===== src/rtl/mul_issue_ctrl.sv =====
`default_nettype none
// ============================================================================
// Module      : mul_issue_ctrl
// Description : Issue controller for an external pipelined multiplier.
//               Buffers requests, issues them under result-FIFO credit,
//               tracks in-flight operations and returns results in order.
// Revision    : 1.0 - initial release
// ============================================================================
module mul_issue_ctrl #(
    parameter int IN_DEPTH  = 4,
    parameter int RES_DEPTH = 4,
    parameter int MUL_LAT   = 3
) (
    input  logic        clk,
    input  logic        rst,
    input  logic        in_valid,
    output logic        in_ready,
    input  logic [31:0] in_a,
    input  logic [31:0] in_b,
    input  logic [1:0]  in_opcode,
    input  logic [1:0]  in_precision,
    input  logic [3:0]  in_tag,
    output logic [31:0] operand_a_reg,
    output logic [31:0] operand_b_reg,
    output logic [1:0]  opcode_reg,
    output logic [1:0]  precision_reg,
    input  logic [31:0] mul_out,
    output logic        res_valid,
    input  logic        res_ready,
    output logic [31:0] res_data,
    output logic [3:0]  res_tag,
    output logic        res_err,
    output logic        busy
);

    localparam int IAW = $clog2(IN_DEPTH);
    localparam int ICW = IAW + 1;
    localparam int RAW = $clog2(RES_DEPTH);
    localparam int RCW = RAW + 1;
    localparam logic [ICW-1:0] IN_FULL  = ICW'(IN_DEPTH);
    localparam logic [RCW-1:0] RES_FULL = RCW'(RES_DEPTH);

    typedef struct packed {
        logic [31:0] a;
        logic [31:0] b;
        logic [1:0]  opcode;
        logic [1:0]  prec;
        logic [3:0]  tag;
    } in_entry_t;

    typedef struct packed {
        logic [31:0] data;
        logic [3:0]  tag;
        logic        err;
    } res_entry_t;

    in_entry_t        in_mem_q [IN_DEPTH];
    logic [IAW-1:0]   in_wr_q, in_rd_q;
    logic [ICW-1:0]   in_cnt_q, in_cnt_d;
    logic             rdy_q;

    res_entry_t       res_mem_q [RES_DEPTH];
    logic [RAW-1:0]   res_wr_q, res_rd_q;
    logic [RCW-1:0]   res_cnt_q, res_cnt_d;

    // Result-FIFO entries plus in-flight operations; credit = RES_DEPTH - occ.
    logic [RCW-1:0]   occ_q, occ_d;

    logic [31:0]      op_a_q, op_b_q;
    logic [1:0]       opcode_q, prec_q;

    logic             pipe_v_q   [MUL_LAT];
    logic [3:0]       pipe_tag_q [MUL_LAT];
    logic             pipe_err_q [MUL_LAT];

    in_entry_t        in_head;
    res_entry_t       res_head;
    logic             in_push, issue, head_illegal, credit_ok;
    logic             res_push, res_pop;

    assign in_head      = in_mem_q[in_rd_q];
    assign res_head     = res_mem_q[res_rd_q];
    assign head_illegal = (in_head.prec == 2'b11);

    // rdy_q keeps in_ready low throughout reset and for the first edge after it.
    assign in_ready  = rdy_q && (in_cnt_q != IN_FULL);
    assign in_push   = in_valid && in_ready;

    // A result popped this cycle frees its slot for the op issued at the same
    // edge; without this, back-to-back issue would stall every RES_DEPTH ops.
    assign credit_ok = (occ_q < RES_FULL) || res_pop;
    assign issue     = (in_cnt_q != '0) && credit_ok;

    assign res_push  = pipe_v_q[MUL_LAT-1];
    assign res_valid = (res_cnt_q != '0);
    assign res_pop   = res_valid && res_ready;
    assign res_data  = res_valid ? res_head.data : 32'h0;
    assign res_tag   = res_valid ? res_head.tag  : 4'h0;
    assign res_err   = res_valid ? res_head.err  : 1'b0;

    assign busy      = (in_cnt_q != '0) || (occ_q != '0);

    assign operand_a_reg = op_a_q;
    assign operand_b_reg = op_b_q;
    assign opcode_reg    = opcode_q;
    assign precision_reg = prec_q;

    // Next-state occupancy counters for both FIFOs and the credit pool.
    always_comb begin
        in_cnt_d  = in_cnt_q;
        res_cnt_d = res_cnt_q;
        occ_d     = occ_q;
        if (in_push && !issue)      in_cnt_d = in_cnt_q + ICW'(1);
        else if (!in_push && issue) in_cnt_d = in_cnt_q - ICW'(1);
        if (res_push && !res_pop)      res_cnt_d = res_cnt_q + RCW'(1);
        else if (!res_push && res_pop) res_cnt_d = res_cnt_q - RCW'(1);
        if (issue && !res_pop)      occ_d = occ_q + RCW'(1);
        else if (!issue && res_pop) occ_d = occ_q - RCW'(1);
    end

    // FIFO storage is data-only; validity is carried by the counters.
    always_ff @(posedge clk) begin
        if (in_push)  in_mem_q[in_wr_q]   <= {in_a, in_b, in_opcode, in_precision, in_tag};
        if (res_push) res_mem_q[res_wr_q] <= {(pipe_err_q[MUL_LAT-1] ? 32'h0 : mul_out),
                                              pipe_tag_q[MUL_LAT-1], pipe_err_q[MUL_LAT-1]};
    end

    // Pointers, counters, operand registers and the in-flight shift register.
    always_ff @(posedge clk or negedge rst) begin
        if (!rst) begin
            rdy_q     <= 1'b0;
            in_wr_q   <= '0;
            in_rd_q   <= '0;
            in_cnt_q  <= '0;
            res_wr_q  <= '0;
            res_rd_q  <= '0;
            res_cnt_q <= '0;
            occ_q     <= '0;
            op_a_q    <= '0;
            op_b_q    <= '0;
            opcode_q  <= '0;
            prec_q    <= '0;
            for (int i = 0; i < MUL_LAT; i++) begin
                pipe_v_q[i]   <= 1'b0;
                pipe_tag_q[i] <= '0;
                pipe_err_q[i] <= 1'b0;
            end
        end else begin
            rdy_q     <= 1'b1;
            in_cnt_q  <= in_cnt_d;
            res_cnt_q <= res_cnt_d;
            occ_q     <= occ_d;
            if (in_push)  in_wr_q  <= in_wr_q + IAW'(1);
            if (issue)    in_rd_q  <= in_rd_q + IAW'(1);
            if (res_push) res_wr_q <= res_wr_q + RAW'(1);
            if (res_pop)  res_rd_q <= res_rd_q + RAW'(1);
            // Illegal precision never reaches the multiplier operands.
            if (issue && !head_illegal) begin
                op_a_q   <= in_head.a;
                op_b_q   <= in_head.b;
                opcode_q <= in_head.opcode;
                prec_q   <= in_head.prec;
            end
            for (int i = MUL_LAT - 1; i > 0; i--) begin
                pipe_v_q[i]   <= pipe_v_q[i-1];
                pipe_tag_q[i] <= pipe_tag_q[i-1];
                pipe_err_q[i] <= pipe_err_q[i-1];
            end
            pipe_v_q[0]   <= issue;
            pipe_tag_q[0] <= in_head.tag;
            pipe_err_q[0] <= head_illegal;
        end
    end

    // Credit accounting must make a push into a full result FIFO impossible.
    a_res_no_overflow: assert property (@(posedge clk) disable iff (!rst)
        !(res_push && (res_cnt_q == RES_FULL)));

endmodule
`default_nettype wire


===== config.mk =====
export PLATFORM = sky130hd
export DESIGN_NAME = mul_issue_ctrl
export DESIGN_NICKNAME = d
export VERILOG_FILES = /design/src/rtl/mul_issue_ctrl.sv
export SDC_FILE = /design/constraint.sdc
export NUM_CORES = 1
export LEC_CHECK = 0
export ABC_AREA = 1
export ABC_CLOCK_PERIOD_IN_PS = 5600
export BUFFER_PORTS_ARGS = -buffer_cell sky130_fd_sc_hd__buf_2
export CAP_MARGIN = 15
export CELL_PAD_IN_SITES_DETAIL_PLACEMENT = 0
export CELL_PAD_IN_SITES_GLOBAL_PLACEMENT = 1
export CORE_MARGIN = 2
export CORE_UTILIZATION = 47
export DETAILED_ROUTE_END_ITERATION = 16
export PLACE_DENSITY_LB_ADDON = 0.1
export SKIP_CTS_REPAIR_TIMING = 1
export SLEW_MARGIN = 20
export SYNTH_ARGS = -nofsm -noshare
export SYNTH_HDL_FRONTEND = slang
export SYNTH_SLANG_ARGS = --single-unit

===== constraint.sdc =====
create_clock -name clk -period 5.6 [get_ports clk]
set_input_delay 0.56 -clock clk [delete_from_list [all_inputs] [get_ports clk]]
set_output_delay 0.56 -clock clk [all_outputs]
set_load 0.005 [all_outputs]

Yosys cells after proc, flatten, opt, wreduce, memory -nomap -nowiden --
Memories as Yosys holds them, arrays and structs flattened. Index checks and enable logic that the tools add are counted.
Word-level totals: register bits after elaboration 104, latch bits 0, bits in writable memories 436, bits in read-only memories 0, input bits 108, output and inout bits 108, logic and storage cells 74, memories 2
Memory list:
- in_mem_q | words 4, bits a word 72, rd ports 1, clocked after Yosys merged registers in 0, write ports 1, line 57 | in_entry_t in_mem_q [IN_DEPTH];
- res_mem_q | words 4, bits a word 37, rd ports 1, clocked after Yosys merged registers in 0, write ports 1, line 62 | res_entry_t res_mem_q [RES_DEPTH];
Operators by class: add/subtract/negate cells 10, multiply operators 0, div/mod/pow operators 0, order comparisons 1, eq/ne operators 2, shift-type cells 0, muxes and demuxes 14, bitwise logic cells 0, reductions and logical operators 24
Operators by type and width (count):
- $mux W32 | 2
- $mux W3 | 6
- $logic_and A1 B1 Y1 | 11
- $add A3 B1 Y3 const B | 3
- $reduce_bool A3 Y1 | 3
- $sub A3 B1 Y3 const B | 3
- $add A2 B1 Y2 const B | 4
- $reduce_bool A2 Y1 | 3
- $logic_not A1 Y1 | 5
- $mux W1 | 5
- $mux W4 | 1
- $lt A3 B3 Y1 const B | 1
- $ne A3 B3 Y1 const B | 1
- $eq A2 B2 Y1 const B | 1
- $logic_or A1 B1 Y1 | 2

Logic depth before layout (Yosys ltp) --
word-level depth 8, mapped depth 12, mapped depth without buffers 12

Worst setup path after synthesis --
OpenSTA, ideal clock, no wires.
kind register to register, from reg in_cnt_q[0], to mem in_mem_q[0][0] in the netlist's numbering (enable), library setup time 0.503 ns, arrival 3.851 ns, required time 5.097 ns, setup slack 1.247 ns, cell stages (with the launch flop) 5, path buffers 0, clock period less this slack 4.353 ns, path through dfrtp_1 > nor2_1 > a21oi_1 > nand2_1 > nor2_1
Between the ends: cells in the longest elaborated chain, start to end 5
RTL lines:
- from (decl) | line 59 | logic [ICW-1:0] in_cnt_q, in_cnt_d;
- from (signal assigned) | line 150 | in_cnt_q <= in_cnt_d;
- $ne A3 B3 Y1 | line 86 | assign in_ready = rdy_q && (in_cnt_q != IN_FULL);
- $logic_and A1 B1 Y1 | line 86
- net in_ready | line 17 | output logic in_ready,
- $logic_and A1 B1 Y1 | line 87 | assign in_push = in_valid && in_ready;
- $mux W1 | line 123 | if (in_push) in_mem_q[in_wr_q] <= {in_a, in_b, in_opcode, in_precision, in_tag};
- $mux W1 (not written as such) | line 123
- to (decl) | line 57
The timed path passes the listed nets, and every way through them passes these cells.

Worst setup path in the final report --
from reg in_rd_q[0], to reg op_a_q[22] (netlist: operand_a_reg[22])
Between the ends: cells in the longest elaborated chain, start to end 4
RTL lines:
- from (decl) | line 58 | logic [IAW-1:0] in_wr_q, in_rd_q;
- from (signal assigned) | line 154 | if (issue) in_rd_q <= in_rd_q + IAW'(1);
- $mem_v2 Z4 W72 (*)
- $eq A2 B2 Y1 | line 83 | assign head_illegal = (in_head.prec == 2'b11);
- $logic_not A1 Y1 | line 158 | if (issue && !head_illegal) begin
- $logic_and A1 B1 Y1 | line 158
- to (signal assigned) | line 159 | op_a_q <= in_head.a;
- to (decl) | line 69 | logic [31:0] op_a_q, op_b_q;
Mark *: on every way between the ends. The rest lies on a longest branch, timed or not. A chain may end at the register's enable or synchronous reset.

==> impl_metrics.json <==
{
  "syn_nets": 1883,
  "place.detailed.hpwl_um": 25300,
  "drt-initial-drc-count": 777,
  "netlist.top_cell.by_area": "edfxtp_1",
  "syn-instance-count": 1761,
  "drt_first_pass_iters": 5,
  "number_of_max_cap_violations": 0,
  "design.die.area_um2": 46800,
  "globalplace.congestion": 0.727,
  "initial_core_util_pct": 47.8,
  "largest_register_ff_count": 288,
  "synth_top_cells_by_area": "edfxtp_1, dfrtp_1, nor2_1, nand2_1, o211ai_1",
  "io_count": 216,
  "fillers": 3779,
  "chipHeight_um": 216,
  "post_layout_nonfiller_instances": 2600,
  "initial_antenna_violation_count": 15,
  "placed_instances": 2491,
  "timing.hold.worst.class": "input port to asynchronous set/reset pin",
  "synth.ff_latch_count": 540,
  "grt_max_degree": 108,
  "fmaxAchievable_mhz": 305,
  "cts_buffers": 55,
  "setup.worst_path.start": "in_rd_q[0]",
  "rsz0062_at_grt": "false",
  "comb_power_share_pct": 31.9,
  "timing_max_transition_violations_final": 0,
  "tritoncts": "built",
  "synth_cell_types": 28,
  "top_library_cells_by_usage_in_the_layout_fill_and_taps_aside": "edfxtp_1, nor2_1, nand2_1, buf_2, dfrtp_1",
  "sequentialPowerShare_pct": 43.3,
  "cts_root_buf": "clkbuf_16",
  "drc_errors": 0,
  "worstPathRequired_ns": 6.13,
  "fin_tns_setup_ns": 0,
  "final-hold-violation-count": 0,
  "synth.yosys.warnings": 0,
  "dieWidth_um": 216,
  "cts-htree-levels": 2,
  "timing.final.crit_share_pct": 58.6,
  "final_layout_size_suffix_gt1_share_pct": 19.7,
  "power_density_nw_per_um2": 566,
  "finalCoreUtilization_pct": 55.3,
  "setup-violations-final": 0,
  "routed_len_inst_um": 17.9,
  "detail_route.vias_per_cell": 5.00,
  "area_growth_from_synthesis_to_layout_pct": 15.8,
  "layout.nets": 2079,
  "port-buffer-count": 215,
  "std_cell_rows": 77,
  "endpoint_kind": "register",
  "yosysSeqAreaShare_pct": 74.0,
  "path_class": "register to register",
  "worst_slew_margin_rel_pct": 31.1,
  "grt_first_pass_wirelength_um": 72300,
  "transition_at_the_pin_with_the_smallest_max_transition_slack_ns": 1.03,
  "cts_num_sinks": 540,
  "power.static_leakage_nw": 9.83,
  "timing.clock.skew_ns": 0.0230,
  "ant_nets": 0,
  "reg2reg_to": "operand_a_reg[22]",
  "status": "finished clean",
  "worst_ir_drop_vdd_mv": 0.357,
  "max_flop_register": "in_mem_q",
  "netSwitchingFraction_pct": 35.5,
  "fp.coreArea_um2": 44400,
  "synth_largest_type_area_fraction_pct": 61.7,
  "globalRoute.totalOverflow": 0,
  "clk_pin_slew_worst_paths_ns": 0.06,
  "track_usage_pct": 20.1,
  "largestRegisters": "in_mem_q x288, res_mem_q x148",
  "worst-endpoint-arrival_ns": 3.81,
  "internal_power_w": 0.00897,
  "total_switching_power_w": 0.00493,
  "critical_path.startpoint_type": "register",
  "ff2ff_setup_slack_ns": 2.32,
  "ctsLongestPathBuffers": 3,
  "timing.final.ws_setup_ns": 2.32,
  "power_w": 0.0139,
  "r2r_cells": 9,
  "clock_power_share_pct": 24.8,
  "min_period_ns": 3.28,
  "final_common_cell": "edfxtp_1",
  "first_global_vias": 12882,
  "timing.critical_path.fanout_max": 106,
  "postRouteWirelength_um": 46600,
  "timing.rr.start": "in_rd_q[0]",
  "synthesis.area_per_instance_um2": 12.0,
  "synth_area_um2": 21200,
  "clkLatencyLatePin_ns": 0.61,
  "routed-via-count": 13001,
  "place_ws_ns": 2.23
}
power by group through the flow:
stage | combinational (W) | sequential, W | clock [W]
floorplan | 0.00311 | 0.00587 | 0
global placement | 0.00442 | 0.00609 | 0
detailed placement | 0.00450 | 0.00611 | 0
CTS | 0.00452 | 0.00604 | 0.00353
global route | 0.00507 | 0.00613 | 0.00369
finish | 0.00443 | 0.00602 | 0.00344
through the flow:
step	hold slack, ns	area (µm²)
6_report	0.0690	24600
3_5_place_dp	0.335	22800
5_1_grt	0.114	24500
3_3_place_gp	0.332	22800
4_1_cts	0.0794	24500
2_1_floorplan	0.264	21200
final cells by class:
class,instances,area [µm²],area share (%)
sequential,540,15700,64.0
clock inverter,22,150,0.612
clock buffer,80,1570,6.41
inverter,125,474,1.93
tap,592,741,3.02
antenna,6,15.0,0.0612
timing repair buffer,237,1290,5.25
multi-input combinational,998,4610,18.8
worst max-delay path by stage:
stage	end	slack [ns]	cells after the start
CTS	opcode_reg[1]	2.23	9
detailed placement	opcode_reg[1]	2.23	9
floorplan	in_mem_q[0][0]	1.25	4
global placement	opcode_reg[1]	2.24	9
finish	operand_a_reg[22]	2.32	9
global route	operand_a_reg[21]	1.97	9
synthesized netlist by cell type:
master,instances
a21oi_4,1
fa_1,3
ha_1,11
xor2_1,4
buf_1,9
nand2_2,4
nor3_1,2
xnor2_1,5
buf_2,43
buf_4,5
edfxtp_1,436
buf_6,4
dfrtp_1,104
o22ai_1,4
o21ai_0,79
clkinv_1,1
clkbuf_1,37
inv_2,61
inv_1,62
inv_4,1
mux2_1,3
o21ai_1,74
o211ai_1,66
conb_1,1
nor2_1,333
nand2_1,298
a21oi_1,41
nand3_1,69
worst max-delay path, cell delays in order, from the launching register on:
cell and delay (ns):
dfrtp_4 1.10, inv_6 0.49, nand2_1 0.18, nand2_1 0.06
nand2_1 0.06, nand2_1 0.10, nand2_4 0.07, buf_4 0.76
nand3_1 0.20, nand2_1 0.13
kinds of logic after synthesis:
| logic type | synth area share [%] |
|---|---|
| mux | 0.159 |
| buf+inv | 4.44 |
| xor+xnor | 0.372 |
| compound gates | 7.11 |
| other cells | 0.0177 |
| fa+ha+maj | 0.932 |
| flops | 74.0 |
| simple gates | 13.0 |
layer usage:
metal  track usage [%]  share of wire (%)
met1              25.3                 42
met2              34.6                 50
met3              5.01                5.6
met4              5.75                2.3
met5                 0               0.21
Note: power is estimated with default switching activity, not from simulation.
